--- src/rtl/alu_src_ctrl.sv ---
// Multicycle control FSM for the shared-ALU datapath: sequences operand muxes,
// ALU op, PC/IR/memory/register-file enables. All outputs are registered decodes.
module alu_src_ctrl #(
  parameter int unsigned MEM_WAIT = 2
) (
  input  logic       clk,
  input  logic       reset,
  input  logic [5:0] opcode,
  input  logic [5:0] funct,
  input  logic       zero,
  input  logic       overflow,
  output logic       AluSrcA,
  output logic [1:0] AluSrcB,
  output logic [2:0] AluOp,
  output logic       PCWrite,
  output logic       PCWriteCond,
  output logic [1:0] PCSource,
  output logic       IorD,
  output logic       MemWrite,
  output logic       IRWrite,
  output logic       RegWrite,
  output logic       RegDst,
  output logic       MemToReg,
  output logic       excp,
  output logic [3:0] state
);

  typedef enum logic [3:0] {
    S_FETCH    = 4'd0,
    S_DECODE   = 4'd1,
    S_MEM_ADDR = 4'd2,
    S_MEM_RD   = 4'd3,
    S_MEM_WB   = 4'd4,
    S_MEM_WR   = 4'd5,
    S_EXEC_R   = 4'd6,
    S_WB_R     = 4'd7,
    S_EXEC_I   = 4'd8,
    S_WB_I     = 4'd9,
    S_BRANCH   = 4'd10,
    S_JUMP     = 4'd11,
    S_EXCP     = 4'd12
  } state_t;

  localparam logic [2:0] LP_WAIT  = 3'(MEM_WAIT);
  localparam logic [5:0] OP_RTYPE = 6'b000000;
  localparam logic [5:0] OP_ADDI  = 6'b001000;
  localparam logic [5:0] OP_LW    = 6'b100011;
  localparam logic [5:0] OP_SW    = 6'b101011;
  localparam logic [5:0] OP_BEQ   = 6'b000100;
  localparam logic [5:0] OP_J     = 6'b000010;
  localparam logic [5:0] FN_ADD   = 6'b100000;
  localparam logic [5:0] FN_SUB   = 6'b100010;
  localparam logic [5:0] FN_AND   = 6'b100100;
  localparam logic [2:0] ALU_ADD  = 3'b001;
  localparam logic [2:0] ALU_SUB  = 3'b010;
  localparam logic [2:0] ALU_AND  = 3'b011;

  state_t     r_state, w_next;
  logic [2:0] r_cnt, w_cnt_next;
  logic       w_funct_ok, w_funct_arith;

  logic       w_alu_src_a, w_pc_write, w_pc_write_cond, w_iord, w_mem_write;
  logic       w_ir_write, w_reg_write, w_reg_dst, w_mem_to_reg, w_excp;
  logic [1:0] w_alu_src_b, w_pc_source;
  logic [2:0] w_alu_op;

  // The branch zero flag gates PCWriteCond in the datapath, not here.
  logic w_unused_zero;
  assign w_unused_zero = zero;

  always_comb begin
    w_funct_ok    = funct inside {FN_ADD, FN_SUB, FN_AND};
    w_funct_arith = funct inside {FN_ADD, FN_SUB};
    w_next        = r_state;
    w_cnt_next    = '0;
    case (r_state)
      S_FETCH:
        if (r_cnt == LP_WAIT) w_next = S_DECODE;
        else                  w_cnt_next = r_cnt + 3'd1;
      S_DECODE:
        case (opcode)
          OP_RTYPE:     w_next = w_funct_ok ? S_EXEC_R : S_EXCP;
          OP_ADDI:      w_next = S_EXEC_I;
          OP_LW, OP_SW: w_next = S_MEM_ADDR;
          OP_BEQ:       w_next = S_BRANCH;
          OP_J:         w_next = S_JUMP;
          default:      w_next = S_EXCP;
        endcase
      S_MEM_ADDR: w_next = (opcode == OP_LW) ? S_MEM_RD : S_MEM_WR;
      S_MEM_RD:
        if (r_cnt == LP_WAIT) w_next = S_MEM_WB;
        else                  w_cnt_next = r_cnt + 3'd1;
      S_MEM_WR:
        if (r_cnt == LP_WAIT) w_next = S_FETCH;
        else                  w_cnt_next = r_cnt + 3'd1;
      S_EXEC_R: w_next = (overflow && w_funct_arith) ? S_EXCP : S_WB_R;
      S_EXEC_I: w_next = overflow ? S_EXCP : S_WB_I;
      default:  w_next = S_FETCH;
    endcase
  end

  // Outputs decode the upcoming state so the registered copies line up with it.
  always_comb begin
    w_alu_src_a     = 1'b0;
    w_alu_src_b     = 2'b00;
    w_alu_op        = 3'b000;
    w_pc_write      = 1'b0;
    w_pc_write_cond = 1'b0;
    w_pc_source     = 2'b00;
    w_iord          = 1'b0;
    w_mem_write     = 1'b0;
    w_ir_write      = 1'b0;
    w_reg_write     = 1'b0;
    w_reg_dst       = 1'b0;
    w_mem_to_reg    = 1'b0;
    w_excp          = 1'b0;
    case (w_next)
      S_FETCH: begin
        w_alu_src_b = 2'b01;
        w_alu_op    = ALU_ADD;
        w_ir_write  = (w_cnt_next == LP_WAIT);
        w_pc_write  = (w_cnt_next == LP_WAIT);
      end
      S_DECODE: begin
        w_alu_src_b = 2'b11;
        w_alu_op    = ALU_ADD;
      end
      S_MEM_ADDR, S_EXEC_I: begin
        w_alu_src_a = 1'b1;
        w_alu_src_b = 2'b10;
        w_alu_op    = ALU_ADD;
      end
      S_MEM_RD: w_iord = 1'b1;
      S_MEM_WB: begin
        w_reg_write  = 1'b1;
        w_mem_to_reg = 1'b1;
      end
      S_MEM_WR: begin
        w_iord      = 1'b1;
        w_mem_write = 1'b1;
      end
      S_EXEC_R: begin
        w_alu_src_a = 1'b1;
        w_alu_op    = (funct == FN_SUB) ? ALU_SUB :
                      (funct == FN_AND) ? ALU_AND : ALU_ADD;
      end
      S_WB_R: begin
        w_reg_write = 1'b1;
        w_reg_dst   = 1'b1;
      end
      S_WB_I: w_reg_write = 1'b1;
      S_BRANCH: begin
        w_alu_src_a     = 1'b1;
        w_alu_op        = ALU_SUB;
        w_pc_write_cond = 1'b1;
        w_pc_source     = 2'b01;
      end
      S_JUMP: begin
        w_pc_write  = 1'b1;
        w_pc_source = 2'b10;
      end
      S_EXCP: w_excp = 1'b1;
      default: ;
    endcase
  end

  always_ff @(posedge clk) begin
    if (!reset) begin
      r_state     <= S_FETCH;
      r_cnt       <= '0;
      AluSrcA     <= 1'b0;
      AluSrcB     <= '0;
      AluOp       <= '0;
      PCWrite     <= 1'b0;
      PCWriteCond <= 1'b0;
      PCSource    <= '0;
      IorD        <= 1'b0;
      MemWrite    <= 1'b0;
      IRWrite     <= 1'b0;
      RegWrite    <= 1'b0;
      RegDst      <= 1'b0;
      MemToReg    <= 1'b0;
      excp        <= 1'b0;
    end else begin
      r_state     <= w_next;
      r_cnt       <= w_cnt_next;
      AluSrcA     <= w_alu_src_a;
      AluSrcB     <= w_alu_src_b;
      AluOp       <= w_alu_op;
      PCWrite     <= w_pc_write;
      PCWriteCond <= w_pc_write_cond;
      PCSource    <= w_pc_source;
      IorD        <= w_iord;
      MemWrite    <= w_mem_write;
      IRWrite     <= w_ir_write;
      RegWrite    <= w_reg_write;
      RegDst      <= w_reg_dst;
      MemToReg    <= w_mem_to_reg;
      excp        <= w_excp;
    end
  end

  assign state = r_state;

endmodule

--- config.mk ---
export PLATFORM = sky130hd
export DESIGN_NAME = alu_src_ctrl
export DESIGN_NICKNAME = d
export VERILOG_FILES = /design/src/rtl/alu_src_ctrl.sv
export SDC_FILE = /design/constraint.sdc
export NUM_CORES = 1
export LEC_CHECK = 0
export CAP_MARGIN = 10
export CORE_ASPECT_RATIO = 0.9
export CORE_UTILIZATION = 45
export DETAILED_ROUTE_END_ITERATION = 8
export PLACE_DENSITY = 0.85
export SYNTH_ARGS = -nofsm -noshare
export SYNTH_HDL_FRONTEND = slang
export SYNTH_SLANG_ARGS = --single-unit
--- constraint.sdc ---
create_clock -name clk -period 3 [get_ports clk]
set_clock_uncertainty 0.2 [all_clocks]
set_input_delay 0.6 -clock clk [delete_from_list [all_inputs] [get_ports clk]]
set_output_delay 0.6 -clock clk [all_outputs]
set_load 0.1 [all_outputs]
==> insert_results.sql, run 1 <==
INSERT INTO impl_metrics (metric_group, metric, value, unit) VALUES
('logic_synthesis', 'ys.flop_type', 'sky130_fd_sc_hd__dfxtp_1', ''),
('place', 'dp_hpwl', '2.05', 'mm'),
('global_routing', 'grt_first_pass_wirelength', '4.37', 'mm'),
('logic_synthesis', 'postSynthCellCount', '133', ''),
('clock_tree', 'htreeDepth', '1', ''),
('global_routing', 'globalRouteTotalUtil', '19.5', '%'),
('sta', 'unrepaired_setup_endpoints_after_global_routing', 'false', ''),
('die', 'die_width', '56.1', 'um'),
('global_routing', 'largest_net_degree_at_the_start_of_global_routing', '14', ''),
('sta', 'timing.final.setup_violations', '0', ''),
('clock_tree', 'cts_tree', 'built', ''),
('logic_synthesis', 'synth_top_area_share', '38.8', '%'),
('worst_setup_path', 'timing_worst_setup_path_type', 'in -> reg', ''),
('global_routing', 'initial_antenna_violation_count', '0', ''),
('global_routing', 'globalRouteOverflowTotal', '0', ''),
('pwr', 'p_sw_share', '47.8', '%'),
('worst_setup_path', 'setup.worst_path.start_class', 'input pin', ''),
('job', 'cap_violations', '0', ''),
('layout', 'fin_util', '62.7', '%'),
('logic_synthesis', 'synth.ff_latch_count', '23', ''),
('clock_tree', 'clock_sink_count', '23', ''),
('route', 'detailedRoute.firstPassIterationCount', '4', ''),
('logic_synthesis', 'yosys_warn_count', '0', ''),
('sta', 'final_period_minus_worst_setup_slack', '2650', 'ps'),
('place', 'routability_congestion_estimate_from_global_placement', '0.797', ''),
('pwr', 'power.ir.vdd_worst', '755', 'uV'),
('worst_setup_path', 'critical_path_arrival', '2680', 'ps'),
('pwr', 'power.density', '689', 'mW/mm2'),
('worst_setup_path', 'crit_family', 'simple AND/OR/NAND/NOR gates', ''),
('global_routing', 'first_global_vias', '1060', ''),
('logic_synthesis', 'synth_commonest_cells', 'sky130_fd_sc_hd__dfxtp_1, sky130_fd_sc_hd__nand2_1, sky130_fd_sc_hd__nor3_1, sky130_fd_sc_hd__nor2_1, sky130_fd_sc_hd__nand2b_1', ''),
('clock_tree', 'worstSkewPairLatency', '300', 'ps'),
('pwr', 'power_frac_seq', '36.0', '%'),
('logic_synthesis', 'synth_largest_area_cell', 'sky130_fd_sc_hd__dfxtp_1', ''),
('die', 'die_area', '0.00285', 'mm2'),
('route', 'detail-route-antenna-nets', '0', ''),
('worst_setup_path', 'path_buf_inv', '1', ''),
('layout', 'area_delta_synth_final', '30.4', '%'),
('pwr', 'power_frac_clock', '12.7', '%'),
('logic_synthesis', 'synth_cell_types', '50', ''),
('worst_setup_path', 'path_cells', 'clkdlybuf4s50_1 -> or4b_4 -> nor3_4 -> o22ai_2 -> or4_4 -> a211oi_2', ''),
('layout', 'drive_gt1_share', '25.1', '%'),
('worst_setup_path', 'critPathSlowestCell', 'sky130_fd_sc_hd__or4b_4', ''),
('sta', 'fin_crit_sh', '88.3', '%'),
('layout', 'insertedDiodeCount', '0', ''),
('place', 'placed_cells_incl_taps', '195', ''),
('sta', 'finalMaxSlewViolations', '0', ''),
('worst_setup_path', 'crit_path_end_kind', 'flop', ''),
('pwr', 'lkg_pwr', '0.654', 'nW'),
('layout', 'finish.cell_count_without_fillers', '199', ''),
('clock_tree', 'deepest_clock_path_buffer_count', '2', ''),
('clock_tree', 'tritoncts.num_buffers', '3', ''),
('route', 'post_drt_via_cell_ratio', '5.53', ''),
('clock_tree', 'cts.repair.resized', '0', ''),
('clock_tree', 'ctsRootBufferMaster', 'sky130_fd_sc_hd__clkbuf_4', ''),
('route', 'drt_iter0_drc', '54', ''),
('run_status', 'status', 'complete, no violations', ''),
('die', 'die_height', '50.7', 'um'),
('route', 'drcViolationCount', '0', ''),
('clock_tree', 'clkSlewWorstSetupHoldPaths', '120', 'ps'),
('clock_tree', 'cts_setup_buffers', '0', ''),
('logic_synthesis', 'synthMostInstantiatedCell', 'sky130_fd_sc_hd__dfxtp_1', ''),
('hold_path', 'hold_path_class', 'reg -> reg', ''),
('pwr', 'comb_pwr_share', '51.3', '%'),
('route', 'wl', '2.53', 'mm'),
('place', 'port_buffers', '34', ''),
('sta', 'timing.final.hold_violations', '0', ''),
('layout', 'finish.net_count', '188', ''),
('pwr', 'power_report.internal_total', '0.556', 'mW'),
('route', 'via_count', '1100', ''),
('logic_synthesis', 'post_synth_main_area_contributors', 'sky130_fd_sc_hd__dfxtp_1, sky130_fd_sc_hd__nor3_1, sky130_fd_sc_hd__nand2_1', '');
-- metal layers --
| layer | up-vias | wire, um | global-route usage [%] |
|---|---|---|---|
| met5 | - | 0 | 0 |
| met4 | 0 | 24 | 4.88 |
| met3 | 2 | 114 | 4.12 |
| met2 | 32 | 1260 | 35.1 |
| met1 | 519 | 1130 | 23.6 |
| li1 | 547 | - | - |
-- layout make-up --
class	count	area, um2	share of cell area, %
Timing Repair Buffer	41	343	22.2
Inverter	6	22.5	1.46
Tap cell	28	35.0	2.27
Clock buffer	3	22.5	1.46
Multi-Input combinational cell	97	658	42.6
Clock inverter	1	5.00	0.324
Sequential cell	23	460	29.8
-- sequential cells by signal, indices dropped and copies added, names as in the netlist --
signal	count
AluOp	2
AluSrcA	1
AluSrcB	2
IRWrite	1
IorD	1
MemToReg	1
MemWrite	1
PCSource	2
PCWrite	1
PCWriteCond	1
RegDst	1
RegWrite	1
excp	1
r_cnt	3
state	4
-- cell usage in the layout (no fill, tap or decap), types with 3 or more instances in the layout --
cell	instances
sky130_fd_sc_hd__inv_1	6
sky130_fd_sc_hd__nor2b_1	5
sky130_fd_sc_hd__clkbuf_4	3
sky130_fd_sc_hd__o21ai_1	4
sky130_fd_sc_hd__nor3b_1	3
sky130_fd_sc_hd__nand2_1	12
sky130_fd_sc_hd__buf_4	27
sky130_fd_sc_hd__nor2_1	9
sky130_fd_sc_hd__mux2i_1	3
sky130_fd_sc_hd__dfxtp_1	23
sky130_fd_sc_hd__xnor2_1	3
sky130_fd_sc_hd__nand2b_1	7
sky130_fd_sc_hd__clkdlybuf4s50_1	14
sky130_fd_sc_hd__nor3_1	10
-- path summary, 6_finish.rpt --
path | from | end | slack (ps) | depth (start not counted)
worst max-delay path | funct[0] | AluOp[1] | 350 | 6
worst min-delay path | r_cnt[0] | r_cnt[0] | 310 | 1
worst max register to register | state[2] | RegWrite | 640 | 6
worst min register to register | r_cnt[0] | r_cnt[0] | 310 | 1
-- stage by stage --
step,total power [mW],hold slack (ps),instance area (um2),setup WS [ps]
5_1_grt,1.12,360,1550,257
3_3_place_gp,0.925,264,1520,56.2
3_5_place_dp,0.938,304,1520,29.4
2_1_floorplan,0.803,252,1190,132
4_1_cts,1.07,322,1550,345
6_report,1.07,311,1550,352
-- cells by family after synthesis --
kind of cell / count (synthesis) / synth area share, %
compound gates: 24 / 16.4
xor+xnor: 5 / 3.69
buf+inv: 13 / 5.69
flops: 23 / 38.8
mux: 3 / 2.53
other cells: 1 / 0.316
simple gates: 64 / 32.6
-- power by group through the flow --
| stage | sequential, mW | clock, mW | combinational, mW |
|---|---|---|---|
| floorplan | 0.617 | 0 | 0.186 |
| global placement | 0.388 | 0 | 0.537 |
| detailed placement | 0.391 | 0 | 0.547 |
| CTS | 0.384 | 0.141 | 0.548 |
| global route | 0.392 | 0.151 | 0.579 |
| finish | 0.383 | 0.135 | 0.547 |
No activity file was read; power rests on OpenSTA's default activity.
==> run 2, diff against run 1 <==
REMOVE_ABC_BUFFERS = 1   (was unset)
==> run 2 against run 1 <==
  * Fmax grew 0.20%
  * Global-route usage grew 0.24 points
  * Sequential cell count is the same
  * Wire length grew 3.3%
  * Register-to-register slack lost 100 ps
  * Count of clock-buffer cells in the layout is the same
  * Critical path type unchanged
  * Sequential share of layout area shrank 0.43 points
  * Largest power group unchanged
==> insert_results.sql, run 2 (same netlist as run 1, synthesis figures left out) <==
INSERT INTO impl_metrics (metric_group, metric, value, unit) VALUES
('global_routing', 'global_route.peak_usage_layer', 'met2', ''),
('layout', 'finish.cell_count_without_fillers', '202', ''),
('sta', 'finalMaxSlewViolations', '0', ''),
('layout', 'fin_util', '63.6', '%'),
('run_status', 'status', 'complete, no violations', ''),
('worst_setup_path', 'timing.critical_path.fanout_max', '9', ''),
('place', 'port_buffers', '34', ''),
('layout', 'finalInstanceArea', '0.00157', 'mm2'),
('sta', 'fmax', '378', 'MHz'),
('pwr', 'power_report.internal_total', '0.566', 'mW'),
('clock_tree', 'tritoncts.num_buffers', '3', ''),
('job', 'cap_violations', '0', ''),
('layout', 'finish.net_count', '191', ''),
('layout', 'layout.filler_cells', '216', ''),
('die', 'row_count', '17', ''),
('die', 'initial_core_util', '48.1', '%'),
('worst_setup_path', 'path_cells', 'clkdlybuf4s50_1 -> or4b_4 -> o21ai_2 -> nand2_1 -> a32oi_2 -> buf_4 -> nor2_1 -> a31o_1', ''),
('clock_tree', 'hold_buffers', '0', ''),
('place', 'place_worst_setup_slack', '29.9', 'ps'),
('layout', 'area_delta_synth_final', '32.3', '%'),
('route', 'drt_iter0_drc', '28', ''),
('sta', 'unrepaired_setup_endpoints_after_global_routing', 'false', ''),
('hold_path', 'min_path_cells', '1', ''),
('place', 'detailed_place.area', '0.00154', 'mm2'),
('global_routing', 'groute.layer.met3.usage', '4.64', '%'),
('hold_path', 'worst_hold_startpoint', 'r_cnt[0]', ''),
('global_routing', 'grt.met2_usage', '34.9', '%'),
('global_routing', 'globalRouteMet1Util', '23.2', '%'),
('clock_tree', 'worstSkewPairLatency', '310', 'ps'),
('layout', 'layout_common_cells', 'sky130_fd_sc_hd__buf_4, sky130_fd_sc_hd__dfxtp_1, sky130_fd_sc_hd__clkdlybuf4s50_1', ''),
('die', 'die_width', '56.1', 'um'),
('clock_tree', 'cts_tree', 'built', ''),
('worst_setup_path', 'critical_path.reg2reg.endpoint', 'AluOp[1]', ''),
('global_routing', 'initial_antenna_violation_count', '0', ''),
('sta', 'finalSetupTns', '0', 'ps'),
('place', 'dp_hpwl', '2.06', 'mm'),
('pwr', 'power.ir.vdd_worst', '662', 'uV'),
('clock_tree', 'clock_sink_count', '23', ''),
('worst_setup_path', 'setup.worst_path.start_class', 'input pin', ''),
('worst_setup_path', 'timing_worst_setup_path_type', 'in -> reg', ''),
('place', 'placed_cells_incl_taps', '198', ''),
('clock_tree', 'ctsRootBufferMaster', 'sky130_fd_sc_hd__clkbuf_4', ''),
('route', 'post_drt_via_cell_ratio', '5.34', ''),
('sta', 'final_period_minus_worst_setup_slack', '2640', 'ps'),
('sta', 'max_slew_margin', '62.5', '%'),
('pwr', 'power_frac_seq', '35.4', '%'),
('worst_setup_path', 'r2r_start', 'r_cnt[1]', ''),
('sta', 'final_layout_worst_hold_slack', '304', 'ps'),
('route', 'routed_wire_length_per_instance', '12.9', 'um'),
('clock_tree', 'htreeDepth', '1', ''),
('pwr', 'power_frac_clock', '13.1', '%'),
('global_routing', 'first_global_vias', '1053', ''),
('pwr', 'finalPower', '1.08', 'mW'),
('worst_setup_path', 'crit_path_max_incr_delay', '600', 'ps'),
('place', 'routability_congestion_estimate_from_global_placement', '0.850', ''),
('die', 'core_box_area', '0.00247', 'mm2'),
('sta', 'timing.final.hold_violations', '0', ''),
('layout', 'largest_register_ff_count', '4', ''),
('layout', 'ff_latch_area', '460', 'um2'),
('hold_path', 'hold_path_class', 'reg -> reg', ''),
('worst_setup_path', 'timing.reg2reg.setup_slack', '540', 'ps'),
('route', 'detailedRoute.firstPassIterationCount', '4', ''),
('worst_setup_path', 'critical_path_arrival', '2660', 'ps'),
('worst_setup_path', 'required', '3020', 'ps'),
('clock_tree', 'cts_setup_buffers', '0', ''),
('clock_tree', 'clkSlewWorstSetupHoldPaths', '120', 'ps'),
('sta', 'fin_crit_sh', '88.1', '%'),
('sta', 'timing.final.setup_violations', '0', ''),
('pwr', 'lkg_pwr', '0.667', 'nW'),
('pwr', 'comb_pwr_share', '51.6', '%'),
('route', 'via_count', '1079', ''),
('worst_setup_path', 'critPathSlowestCell', 'sky130_fd_sc_hd__or4b_4', ''),
('worst_setup_path', 'r2r_cells', '7', ''),
('layout', 'insertedDiodeCount', '0', ''),
('layout', 'multi_input_comb_area', '658', 'um2'),
('layout', 'drive_gt1_share', '26.4', '%'),
('clock_tree', 'deepest_clock_path_buffer_count', '2', ''),
('die', 'die_area', '0.00285', 'mm2'),
('global_routing', 'largest_net_degree_at_the_start_of_global_routing', '14', ''),
('die', 'floorplan.io_pins', '37', ''),
('route', 'detail-route-antenna-nets', '0', ''),
('pwr', 'power_switching', '0.518', 'mW'),
('route', 'drcViolationCount', '0', ''),
('pwr', 'power.density', '690', 'mW/mm2'),
('pwr', 'p_sw_share', '47.8', '%'),
('clock_tree', 'cts.repair.resized', '0', ''),
('global_routing', 'globalRouteOverflowTotal', '0', ''),
('layout', 'most_common_cell_after_layout_fill_and_taps_aside', 'sky130_fd_sc_hd__buf_4', ''),
('sta', 'slew_at_the_pin_closest_to_its_max_slew_limit', '561', 'ps'),
('sta', 'timing.final.ws_setup', '357', 'ps'),
('worst_setup_path', 'crit_path_end_kind', 'flop', ''),
('global_routing', 'globalRouteTotalUtil', '19.7', '%'),
('hold_path', 'hold_path_end', 'r_cnt[0]', ''),
('global_routing', 'grt_first_pass_wirelength', '4.41', 'mm'),
('die', 'die_height', '50.7', 'um'),
('route', 'wl', '2.61', 'mm');
run 2: changes by cell type in the layout (fill, tap and decap cells not counted), sizes merged:
cell / delta
buf: +3
run 2: cell type report:
class,instances,area share (%)
Clock buffer,3,1.44
Sequential cell,23,29.3
Timing Repair Buffer,44,23.3
Tap cell,28,2.23
Inverter,6,1.44
Multi-Input combinational cell,97,41.9
Clock inverter,1,0.319
run 2: worst max-delay path by stage:
stage | startpoint | end | slack, ps
floorplan | state[2] | AluOp[0] | 220
global placement | funct[0] | AluOp[1] | 60
detailed placement | funct[0] | AluSrcB[1] | 30
CTS | funct[0] | AluOp[1] | 350
global route | funct[0] | MemToReg | 250
finish | funct[0] | PCWrite | 360
run 2: per-layer routing:
layer  share of wire, %  up-vias
li1                   -      548
met1                 46      491
met2                 48       34
met3                4.5        6
met4                2.1        0
met5                  0        -
run 2: power groups by stage:
stage	combinational (mW)	sequential (mW)	clock, mW
finish	0.559	0.383	0.142
global route	0.588	0.389	0.155
CTS	0.559	0.383	0.143
detailed placement	0.557	0.390	0
global placement	0.548	0.388	0
floorplan	0.171	0.624	0
run 2: critical path, delay by kind of cell:
kind / cells / cell delay (ps)
buf+inv: 2 / 620
compound gates: 3 / 690
simple gates: 3 / 750
